--- src/rtl/tc141_pkg.sv ---
// tc141_pkg: definitions shared by the tc141 pulse-accumulator slice.
//   state_t : FSM state encoding for the accumulator control
//   CW_DEF  : default pulse-count width
//   TW_DEF  : default window-timer width
package tc141_pkg;

    typedef enum logic {
        IDLE = 1'b0,
        RUN  = 1'b1
    } state_t;

    localparam int CW_DEF = 8;
    localparam int TW_DEF = 16;

endpackage

--- src/rtl/tc141_fflopx.sv ---
// tc141_fflopx: generic register cell. Every flop in the tc141 slice is built
// from this cell.
//   clk  : rising-edge clock
//   rstn : synchronous active-low reset, loads all zeros
//   d    : next value
//   q    : registered value
module tc141_fflopx #(
    parameter int W = 1
) (
    input  logic         clk,
    input  logic         rstn,
    input  logic [W-1:0] d,
    output logic [W-1:0] q
);

    always_ff @(posedge clk) begin
        if (!rstn) begin
            q <= '0;
        end else begin
            q <= d;
        end
    end

endmodule

--- src/rtl/tc141_satcnt.sv ---
// tc141_satcnt: saturating up-counter with a synchronous clear.
//   clk   : rising-edge clock
//   rstn  : synchronous active-low reset
//   clr   : clear to zero on the next edge (wins over inc)
//   inc   : add one, holding at all-ones instead of wrapping
//   q     : current count
//   q_inc : q plus inc, saturated (the value the counter would load)
module tc141_satcnt #(
    parameter int CW = 8
) (
    input  logic          clk,
    input  logic          rstn,
    input  logic          clr,
    input  logic          inc,
    output logic [CW-1:0] q,
    output logic [CW-1:0] q_inc
);

    function automatic logic [CW-1:0] sat_inc(input logic [CW-1:0] v, input logic i);
        if (i && (v != {CW{1'b1}})) begin
            return v + CW'(1);
        end
        return v;
    endfunction

    logic [CW-1:0] d;

    assign q_inc = sat_inc(q, inc);
    assign d     = clr ? '0 : q_inc;

    tc141_fflopx #(.W(CW)) u_cnt (.clk(clk), .rstn(rstn), .d(d), .q(q));

endmodule

--- src/rtl/tc141_pulse_acc.sv ---
// tc141_pulse_acc: counts event pulses over repeating windows of win+1 cycles
// and presents each window's count on a valid/ready output slot. Sits directly
// behind the edge detector; pdin is the detector's single-cycle pulse output.
//   clk     : rising-edge clock
//   rstn    : synchronous active-low reset
//   pdin    : event pulse, one event per high cycle
//   en      : accumulate enable; low returns to IDLE and discards the window
//   win     : window length minus one, latched at each window start
//   clr     : soft clear of ovr and the output slot
//   cnt_vld : window result valid
//   cnt_dat : window event count (saturating)
//   cnt_rdy : consumer ready
//   ovr     : sticky flag, a result was dropped because the slot was full
module tc141_pulse_acc
    import tc141_pkg::*;
#(
    parameter int CW = CW_DEF,
    parameter int TW = TW_DEF
) (
    input  logic          clk,
    input  logic          rstn,
    input  logic          pdin,
    input  logic          en,
    input  logic [TW-1:0] win,
    input  logic          clr,
    output logic          cnt_vld,
    output logic [CW-1:0] cnt_dat,
    input  logic          cnt_rdy,
    output logic          ovr
);

    state_t        state;
    state_t        state_nxt;
    logic [0:0]    state_q;
    logic          start;
    logic          active;
    logic          close;

    logic [TW-1:0] timer_q;
    logic [TW-1:0] timer_d;
    logic [TW-1:0] wlen_q;
    logic [TW-1:0] wlen_d;

    logic [CW-1:0] acc_q;
    logic [CW-1:0] res;
    logic          acc_clr;

    logic          vld_q;
    logic          vld_d;
    logic [CW-1:0] dat_q;
    logic [CW-1:0] dat_d;
    logic          ovr_q;
    logic          ovr_d;
    logic          slot_free;

    // ---- control: FSM state register and next-state logic
    tc141_fflopx #(.W(1)) u_state (.clk(clk), .rstn(rstn), .d(state_nxt), .q(state_q));
    assign state = state_t'(state_q);

    always_comb begin
        state_nxt = state;
        start     = 1'b0;
        active    = 1'b0;
        case (state)
            IDLE: begin
                if (en) begin
                    state_nxt = RUN;
                    start     = 1'b1;
                end
            end
            RUN: begin
                if (en) begin
                    active = 1'b1;
                end else begin
                    state_nxt = IDLE;
                end
            end
            default: state_nxt = IDLE;
        endcase
    end

    assign close = active && (timer_q == wlen_q);

    // ---- window timer and length; both restart at every window boundary.
    // Outside an active cycle the timer is held at 0 so a new window always
    // begins at cycle 0 and an aborted window leaves nothing behind.
    assign timer_d = (!active || close) ? '0 : timer_q + TW'(1);
    assign wlen_d  = (start || close) ? win : wlen_q;

    tc141_fflopx #(.W(TW)) u_timer (.clk(clk), .rstn(rstn), .d(timer_d), .q(timer_q));
    tc141_fflopx #(.W(TW)) u_wlen  (.clk(clk), .rstn(rstn), .d(wlen_d),  .q(wlen_q));

    // ---- accumulator; res already includes a pulse on the close cycle
    assign acc_clr = !active || close;

    tc141_satcnt #(.CW(CW)) u_acc (
        .clk   (clk),
        .rstn  (rstn),
        .clr   (acc_clr),
        .inc   (pdin && active),
        .q     (acc_q),
        .q_inc (res)
    );

    // ---- output slot: clr beats close, close beats a plain transfer
    assign slot_free = !vld_q || cnt_rdy;

    always_comb begin
        vld_d = vld_q;
        dat_d = dat_q;
        ovr_d = ovr_q;
        if (clr) begin
            vld_d = 1'b0;
            dat_d = '0;
            ovr_d = 1'b0;
        end else if (close) begin
            if (slot_free) begin
                vld_d = 1'b1;
                dat_d = res;
            end else begin
                ovr_d = 1'b1;
            end
        end else if (vld_q && cnt_rdy) begin
            vld_d = 1'b0;
        end
    end

    tc141_fflopx #(.W(1))  u_vld (.clk(clk), .rstn(rstn), .d(vld_d), .q(vld_q));
    tc141_fflopx #(.W(CW)) u_dat (.clk(clk), .rstn(rstn), .d(dat_d), .q(dat_q));
    tc141_fflopx #(.W(1))  u_ovr (.clk(clk), .rstn(rstn), .d(ovr_d), .q(ovr_q));

    assign cnt_vld = vld_q;
    assign cnt_dat = dat_q;
    assign ovr     = ovr_q;

endmodule

--- config.mk ---
export PLATFORM = sky130hd
export DESIGN_NAME = tc141_pulse_acc
export DESIGN_NICKNAME = d
export VERILOG_FILES = /design/src/rtl/tc141_pkg.sv /design/src/rtl/tc141_fflopx.sv /design/src/rtl/tc141_satcnt.sv /design/src/rtl/tc141_pulse_acc.sv
export SDC_FILE = /design/constraint.sdc
export NUM_CORES = 1
export LEC_CHECK = 0
export BUFFER_PORTS_ARGS = -buffer_cell sky130_fd_sc_hd__buf_2
export CAP_MARGIN = 20
export CORE_MARGIN = 10
export CORE_UTILIZATION = 45
export CTS_CLUSTER_DIAMETER = 40
export DETAILED_ROUTE_END_ITERATION = 8
export GPL_TIMING_DRIVEN = 0
export PLACE_DENSITY_LB_ADDON = 0.25
export SLEW_MARGIN = 10
export SYNTH_ARGS = -nofsm -noshare
export SYNTH_HDL_FRONTEND = slang
export SYNTH_SLANG_ARGS = --single-unit
--- constraint.sdc ---
create_clock -name clk -period 4.4 [get_ports clk]
set_input_delay 0.22 -clock clk [delete_from_list [all_inputs] [get_ports clk]]
set_output_delay 0.22 -clock clk [all_outputs]
set_load 0.05 [all_outputs]
==> results of run 1 <==
[worst reg2reg max path, stage by stage (launching register included)]
cell and delay [ns]:
dfxtp_1 0.45, xor2_1 0.13, nor4_2 0.39, nand4_4 0.22, nand2_1 0.31, buf_2 0.30, nor2_1 0.08
[flip-flops by register name (all words and copies together) (netlist names)]
register and cells:
u_state.q 1, u_vld.q 1, u_wlen.q 16, u_timer.q 16, u_ovr.q 1, u_dat.q 8
u_acc.u_cnt.q 8
[cell type report]
class	count	area [µm²]	area share [%]
sequential	51	1021	34.10
timing repair buffer	31	155.1	5.182
clock buffer	6	72.57	2.424
buffer	21	81.33	2.716
clock inverter	2	60.06	2.006
tap	72	90.09	3.009
multi-input combinational	232	1514	50.56
[cell families after synthesis]
family / count (synthesis)
fa+ha+maj: 2
mux: 10
buf+inv: 21
flops: 51
compound gates: 43
simple gates: 144
xor+xnor: 33
[cells in the final DEF, fill, tap and decap left out, types with 3 or more instances in the layout]
cell type,netlist,layout
nor4_2,3,3
a31oi_1,16,16
nand3_1,27,27
and3b_1,16,16
nor2_1,25,25
xnor2_1,9,9
o211ai_1,18,18
dfxtp_1,51,51
nand2b_1,3,3
xor2_1,24,24
mux2i_1,7,7
nor3_1,4,4
clkbuf_8,0,5
clkbuf_1,17,18
nand4_1,5,5
buf_2,2,33
nand2_1,39,39
and3_1,9,9
mux2_2,3,3
[per-stage QoR]
| stage | setup WS (ns) | power (mW) |
|---|---|---|
| final | 2.427 | 0.9840 |
| after global routing | 2.245 | 1.026 |
| after CTS | 2.371 | 0.9900 |
| after detailed placement | 2.389 | 0.6111 |
| after global placement | 2.400 | 0.6085 |
| after floorplan | 2.659 | 0.5746 |
[power groups by stage]
stage	sequential, mW	combinational [mW]	clock (mW)
2_1_floorplan	0.497	0.0780	0
3_3_place_gp	0.501	0.108	0
3_5_place_dp	0.501	0.110	0
4_1_cts	0.490	0.110	0.390
5_1_grt	0.493	0.122	0.411
6_report	0.491	0.109	0.385
[metal layers]
layer / share of wire [%] / routed length, µm / vias to the layer above
met4: 1.1 / 67 / 0
met5: 0 / 0 / -
met1: 49 / 2992 / 1044
li1: - / - / 1151
met3: 3.4 / 203 / 7
met2: 46 / 2789 / 39
[worst paths after layout]
path	endpoint	slack, ns	startpoint
worst max-delay path	u_timer.q[14]	2.43	u_timer.q[8]
worst min-delay path	u_wlen.q[6]	0.16	win[6]
worst max register to register	u_timer.q[14]	2.43	u_timer.q[8]
worst min register to register	u_dat.q[4]	0.46	u_dat.q[4]
==> impl_metrics.tcl, run 1 <==
set metrics [dict create \
    hold_buffers 0 \
    netlist_area_um2 2616 \
    drc 0 \
    synth_cell_types 35 \
    yosys.area.top_type_share_pct 39.02 \
    worst-slew-pin-transition_ns 0.5019 \
    use_met3_pct 3.346 \
    cpPeakStageDelay_ns 0.45 \
    cts_tree "done" \
    syn_nets 328 \
    reg2regPathDepth 6 \
    busiest_layer "met2" \
    n_fill_cell 533 \
    fin_crit_sh_pct 44.85 \
    drtAntennaViolNets 0 \
    vias_per_cell 5.400 \
    nets 366 \
    timing.fmax_mhz 506.7 \
    grt.total_usage_pct 13.72 \
    drt-wirelength-per-cell_um 14.59 \
    async_flop_share_pct 0 \
    first_pass_iters 4 \
    p_per_area_nw_per_um2 328.6 \
    drive_above_1_share_pct 14.29 \
    post_dp_cell_area_um2 2861 \
    start_util_pct 46.94 \
    yosysWarnings 0 \
    status "complete, no violations" \
    setup_viol 0 \
    whs_ns 0.1560 \
    globalRouteMet1Util_pct 18.53 \
    cp_num_buf_inv 1 \
    clock_sinks 51 \
    overflow 0 \
    grt_pass1_wl_um 10270 \
    totalWireLength_um 6053 \
    synth_xor_area_share_pct 11.05 \
    avgSynthCellArea_um2 8.606 \
    post-cts-setup-buffer-count 0 \
    drt_iter0_markers 104 \
    p_int_mw 0.7467 \
    cp_data_arrival_time_ns 2.17 \
    path_clk_slew_ns 0.09 \
    cts_inserted_buffers 5 \
    min_path_cells 3 \
    ys_ff_latch 51 \
    crit_chain "xor2_1 -> nor4_2 -> nand4_4 -> nand2_1 -> buf_2 -> nor2_1" \
    grt_pass1_vias 2134 \
    synth_adder_area_share_pct 0.9565 \
    cp.required_ns 4.59 \
    path_delay_family "simple AND/OR/NAND/NOR gates" \
    cts_buffer_depth 2 \
    swShare_pct 24.12 \
    power_frac_clock_pct 39.1 \
    dp.cells 407 \
    synthMostInstantiatedCell "dfxtp_1" \
    clkLatencyLatePin_ns 0.31 \
    leakage_nw 1.181 \
    cts_max_level 2 \
    worst-setup-path-type "flop to flop" \
    drv_slew 0 \
    stdcell_count 415 \
    synth_mux_area_share_pct 3.969 \
    design_area_um2 2994 \
    fp.dieH_um 96.25 \
    max_cap_violations 0 \
    critical_path_cell_count 6 \
    crit_path_top_delay_cell "dfxtp_1" \
    pwr-share-comb_pct 11.0 \
    die_w_um 96.25 \
    synth_cells 304 \
    p_sw_mw 0.2373 \
    syn2layout_area_growth_pct 14.44 \
    post-route-util_pct 53.71 \
    cts-root-buf "clkbuf_8" \
    synth.largest_area_cell "dfxtp_1" \
    hp-class "input port to flop" \
    via_count 2241 \
    setup-tns-final_ns 0 \
    grt.met2_usage_pct 20.57 \
    rows 27 \
    synth.area.top_cells "dfxtp_1 (39%), xor2_1 (8.0%), nand2_1 (5.6%), and3b_1 (5.4%), nand3_1 (5.2%)" \
    hpwlAfterDp_um 4562 \
    synth_top_family_by_area "simple AND/OR/NAND/NOR gates" \
    grt_max_degree 16 \
    antenna_cells 0 \
    synth-edff-count 0 \
    pin_count 32 \
    ys_seq_area_share_pct 39.02 \
    critPathLaunchType "flop" \
    hold_viol 0 \
    gp_congestion 0.8301 \
    dieArea_um2 9264 \
    synth_compound_area_share_pct 11.10 \
    design.core.area_um2 5574 \
    portBuffers 31 \
    crit_fanout 10 \
    slew_headroom_pct 66.54 \
    grt_setup_unrepaired "no" \
    ir_worst_vdd_uv 132.8 \
    crit_path_end_kind "flop" \
    synthSimpleGateAreaFrac_pct 30.80 \
    seq_power_share_pct 49.9 \
    synthFlopType "dfxtp_1" \
    fin_crit_ns 1.973 \
    synthTopCellsByCount "dfxtp_1 (51), nand2_1 (39), nand3_1 (27)" \
    worst_clock_skew_ns 0.008258 \
    cts_resized 0 \
    antenna_found_initial 0 \
]
Power figures use the tool's default switching activity.
==> run 2, diff against run 1 <==
==> constraint.sdc (replaced) <==
create_clock -name clk -period 2 [get_ports clk]
set_input_delay 0.1 -clock clk [delete_from_list [all_inputs] [get_ports clk]]
set_output_delay 0.1 -clock clk [all_outputs]
set_load 0.05 [all_outputs]
==> run 2 against run 1 <==
Maximum frequency grew 5.7%. Clock skew shrank 0.0017 ns. Non-clock buffer count is the same. Power grew 120%. Cell area grew 0.88%. Sequential power grew 120%. Clock power grew 120%. Global-route usage is the same. Cell count is the same. Core utilization grew 0.47 points. Critical path type unchanged. Critical path depth is the same.
==> impl_metrics.tcl, run 2 (synthesized netlist as in run 1, its figures left out) <==
set metrics [dict create \
    grt.total_usage_pct 13.72 \
    totalWireLength_um 6099 \
    pwr-share-comb_pct 11.3 \
    final_common_cell "dfxtp_1" \
    path_clk_slew_ns 0.09 \
    critPathLaunchType "flop" \
    design.core.area_um2 5574 \
    antenna_found_initial 0 \
    syn2layout_area_growth_pct 15.45 \
    power_frac_clock_pct 38.8 \
    fp.dieH_um 96.25 \
    setup-tns-final_ns 0 \
    grt_max_degree 16 \
    timing.fmax_mhz 535.7 \
    gp_congestion 0.8301 \
    worst-slew-pin-transition_ns 0.5026 \
    drv_slew 0 \
    worst_clock_skew_ns 0.006573 \
    via_count 2270 \
    cts-root-buf "clkbuf_8" \
    cts_buffer_depth 2 \
    setup_viol 0 \
    p_int_mw 1.646 \
    grt_pass1_wl_um 10270 \
    reg2regPathDepth 6 \
    hold_viol 0 \
    drt_iter0_markers 116 \
    status "complete, no violations" \
    vias_per_cell 5.470 \
    final_cell_mix "dfxtp_1 (51), nand2_1 (38), buf_2 (34), nand3_1 (27), nor2_1 (25)" \
    cts_tree "done" \
    n_fill_cell 528 \
    whs_ns 0.03696 \
    fin_crit_ns 1.867 \
    portBuffers 31 \
    antenna_cells 0 \
    drtAntennaViolNets 0 \
    nets 366 \
    cts_max_level 2 \
    reg.largest.list "u_timer.q: 16 flops, u_wlen.q: 16 flops" \
    rows 27 \
    hpwlAfterDp_um 4562 \
    max_cap_violations 0 \
    r2r-start "u_timer.q[8]" \
    r2r_end "u_dat.q[1]" \
    p_per_area_nw_per_um2 717.3 \
    die_w_um 96.25 \
    p_total_mw 2.166 \
    first_pass_iters 4 \
    hp-class "input port to flop" \
    fin_crit_sh_pct 93.33 \
    overflow 0 \
    hold_end "u_wlen.q[6]" \
    drive_above_1_share_pct 15.45 \
    min_path_cells 3 \
    cts_inserted_buffers 5 \
    leakage_nw 1.194 \
    drc 0 \
    seq_power_share_pct 49.9 \
    dp.cells 407 \
    crit_path_end_kind "flop" \
    worst-setup-path-type "flop to flop" \
    grt_pass1_vias 2134 \
    clock_sinks 51 \
    ir_worst_vdd_uv 292.2 \
    stdcell_count 415 \
    min_from "win[6]" \
    r2r_setup_slack_ns 0.13 \
    clkLatencyLatePin_ns 0.30 \
    start_util_pct 46.94 \
    slew_headroom_pct 66.49 \
    dieArea_um2 9264 \
    cp_data_arrival_time_ns 2.11 \
    drt-wirelength-per-cell_um 14.70 \
    pin_count 32 \
    swShare_pct 24.04 \
    p_sw_mw 0.5208 \
    cp.required_ns 2.24 \
    hold_buffers 0 \
    crit_fanout 9 \
]
run 2: worst max path at each step:
stage	from	to	slack, ns	cells past startpoint
4_1_cts	u_timer.q[8]	u_dat.q[6]	0.003	5
6_report	u_timer.q[8]	u_dat.q[1]	0.13	6
2_1_floorplan	u_timer.q[7]	u_dat.q[0]	0.26	6
3_5_place_dp	u_timer.q[8]	u_timer.q[10]	-0.01	6
3_3_place_gp	u_timer.q[7]	u_timer.q[14]	-0.0003	7
5_1_grt	u_timer.q[8]	u_dat.q[6]	-0.002	6
run 2: power by group through the flow:
stage / Clock [mW] / Sequential, mW / Combinational [mW]
detailed placement: 0 / 1.10 / 0.241
floorplan: 0 / 1.09 / 0.172
finish: 0.842 / 1.08 / 0.245
global placement: 0 / 1.10 / 0.237
CTS: 0.857 / 1.08 / 0.243
global route: 0.905 / 1.08 / 0.273
run 2: critical path, cell delays in order, from the launching register on:
cell and delay, ns:
dfxtp_1 0.45, xor2_1 0.13, nor4_2 0.39, nand4_4 0.24, nor3b_4 0.28, buf_12 0.15, mux2i_1 0.17
run 2: layout make-up:
cell class | count | area (µm²) | share of cell area, %
Clock inverter | 2 | 60.06 | 1.988
Multi-Input combinational cell | 232 | 1521 | 50.37
Clock buffer | 6 | 72.57 | 2.403
Buffer | 20 | 80.08 | 2.651
Timing Repair Buffer | 32 | 175.2 | 5.799
Sequential cell | 51 | 1021 | 33.80
Tap cell | 72 | 90.09 | 2.983
run 2: per-layer routing:
metal / global-route usage (%) / part of all wire [%]
met5: 0 / 0
met4: 5.160 / 1.1
met3: 3.346 / 4.1
met2: 20.57 / 46
met1: 18.53 / 48
run 2: stage by stage:
step | cell area, µm² | utilization [%] | setup slack (ns)
after floorplan | 2616 | - | 0.2587
after global placement | 2861 | 51.34 | -0.0002589
after detailed placement | 2861 | 51.34 | -0.01143
after CTS | 2997 | 53.76 | 0.002717
after global routing | 3020 | 54.19 | -0.001906
final | 3020 | 54.19 | 0.1335
run 2: timing repair:
action | 4_1_cts | 5_1_grt
resized for setup | 1 | 6
buffers inserted | 0 | 1
setup endpoints to repair | 11 | 32
gates cloned | 0 | 0
pin swaps | 1 | 1
==> run 3, diff against run 2 <==
==> constraint.sdc (replaced) <==
create_clock -name clk -period 1.8 [get_ports clk]
set_input_delay 0.09 -clock clk [delete_from_list [all_inputs] [get_ports clk]]
set_output_delay 0.09 -clock clk [all_outputs]
set_load 0.05 [all_outputs]
==> run 3 against run 2 <==
Via count is 1.2% higher. Cell area increased by 3.2%. Non-clock buffer count grew 2. Register-to-register slack worse by 0.10 ns. Global-route usage grew 0.40 points. Critical path depth unchanged. Clock skew increased by 0.0057 ns. Worst hold slack worse by 0.015 ns. Die area unchanged. Routed wire length up 2.9%. Highest routed layer unchanged.
==> impl_metrics.tcl, run 3 (synthesized netlist as in run 1, its figures left out) <==
set metrics [dict create \
    path_clk_slew_ns 0.10 \
    reg.largest.list "u_timer.q: 16 flops, u_wlen.q: 16 flops" \
    crit_path_end_kind "flop" \
    cts_tree "done" \
    gp_congestion 0.8301 \
    setup_viol 0 \
    antenna_found_initial 0 \
    finalWorstSetupSlack_ns 0.03308 \
    dp_slack_ns -0.2114 \
    nets 369 \
    p_sw_mw 0.6106 \
    pin_count 32 \
    worst-slew-pin-transition_ns 0.5084 \
    power_frac_clock_pct 38.3 \
    grt_pass1_wl_um 10530 \
    worst_clock_skew_ns 0.01223 \
    hold_viol 0 \
    via_count 2297 \
    design.core.area_um2 5574 \
    die_w_um 96.25 \
    slew_headroom_pct 66.11 \
    drt_iter0_markers 96 \
    dieArea_um2 9264 \
    timing.fmax_mhz 566.0 \
    fp.dieH_um 96.25 \
    post-route-util_pct 55.91 \
    cts_max_level 2 \
    cpPeakStageDelay_ns 0.39 \
    hp-class "input port to flop" \
    worst-setup-path-type "flop to flop" \
    max_cap_violations 0 \
    portBuffers 31 \
    syn2layout_area_growth_pct 19.13 \
    drv_slew 0 \
    drtAntennaViolNets 0 \
    cts-root-buf "clkbuf_8" \
    status "complete, no violations" \
    grt.total_usage_pct 14.12 \
    drive_above_1_share_pct 21.10 \
    setup-tns-final_ns 0 \
    start_util_pct 46.94 \
    rows 27 \
    cp.required_ns 2.04 \
    swShare_pct 24.79 \
    final_common_cell "nand2_1" \
    busiest_layer "met2" \
    design_area_um2 3117 \
    drt-wirelength-per-cell_um 15.02 \
    fin_crit_sh_pct 98.16 \
    totalWireLength_um 6278 \
    antenna_cells 0 \
    hold_buffers 0 \
    use_met3_pct 3.580 \
    hpwlAfterDp_um 4562 \
    cts_buffer_depth 2 \
    p_per_area_nw_per_um2 790.3 \
    seq_power_share_pct 48.7 \
    final_cell_mix "nand2_1 (38), dfxtp_1 (37), buf_2 (32), nand3_1 (27), nor2_1 (25)" \
    pwr-share-comb_pct 13.0 \
    crit_path_top_delay_cell "nor4_4" \
    globalRouteMet1Util_pct 18.62 \
    overflow 0 \
    vias_per_cell 5.495 \
    post_dp_cell_area_um2 2861 \
    p_int_mw 1.852 \
    grt_setup_unrepaired "yes" \
    grt_pass1_vias 2183 \
    grt_max_degree 16 \
    crit_fanout 6 \
    critPathLaunchType "flop" \
    grt.met2_usage_pct 21.30 \
    cts_inserted_buffers 5 \
    crit_chain "xor2_1 -> nor4_4 -> nand4_4 -> nor3b_4 -> buf_12 -> mux2i_1" \
    clock_sinks 51 \
    first_pass_iters 4 \
    ir_worst_vdd_uv 335.1 \
    fin_crit_ns 1.767 \
    cp_data_arrival_time_ns 2.01 \
    clkLatencyLatePin_ns 0.31 \
    leakage_nw 1.235 \
    drc 0 \
]
run 3: cell types whose count changed in the layout (fill, tap and decap cells not counted), sizes merged:
cell	delta
buf	+2
nand4	+1
run 3: per-stage QoR:
stage	total power, mW	instances	hold slack (ns)
6_report	2.463	418	0.02232
5_1_grt	2.566	418	0.02567
4_1_cts	2.469	417	0.01929
3_5_place_dp	1.494	407	0.3438
3_3_place_gp	1.487	407	0.3347
2_1_floorplan	1.404	304	0.2374
run 3: timing repair:
action                     CTS  global route
setup endpoints to repair   40            39
setup buffers                2             3
resized for setup           11            21
cloned                       1             0
pin swaps                    4             6
run 3: area by class of cell:
class / count / area [µm²]
clock buffer: 6 / 72.57
timing repair buffer: 36 / 205.2
clock inverter: 2 / 60.06
sequential: 51 / 1044
tap: 72 / 90.09
multi-input combinational: 233 / 1568
fill: 514 / 2457
buffer: 18 / 77.57
run 3: worst max-delay path: cells and delay by family (launching register included):
kind                      cells  cell delay, ns
xor gates and xnor gates      1            0.18
buffers and inverters         1            0.15
DFF                           1            0.36
muxes                         1            0.18
and+or+nand+nor               3            0.84
run 3: final timing paths:
| path | endpoint | startpoint | slack (ns) | cells after the start |
|---|---|---|---|---|
| max | u_dat.q[1] | u_timer.q[8] | 0.03 | 6 |
| min | u_wlen.q[5] | win[5] | 0.02 | 3 |
| max reg2reg | u_dat.q[1] | u_timer.q[8] | 0.03 | 6 |
| min reg2reg | u_dat.q[4] | u_dat.q[4] | 0.46 | 2 |
run 3: metal layers:
metal | part of all wire, % | vias to the layer above
li1 | - | 1166
met1 | 48 | 1080
met2 | 47 | 42
met3 | 3.9 | 9
met4 | 1.1 | 0
met5 | 0 | -
run 3: power by group through the flow:
stage | combinational (mW) | clock, mW | sequential, mW
finish | 0.321 | 0.943 | 1.20
floorplan | 0.191 | 0 | 1.21
CTS | 0.318 | 0.952 | 1.20
global route | 0.353 | 1.01 | 1.20
global placement | 0.263 | 0 | 1.22
detailed placement | 0.268 | 0 | 1.23
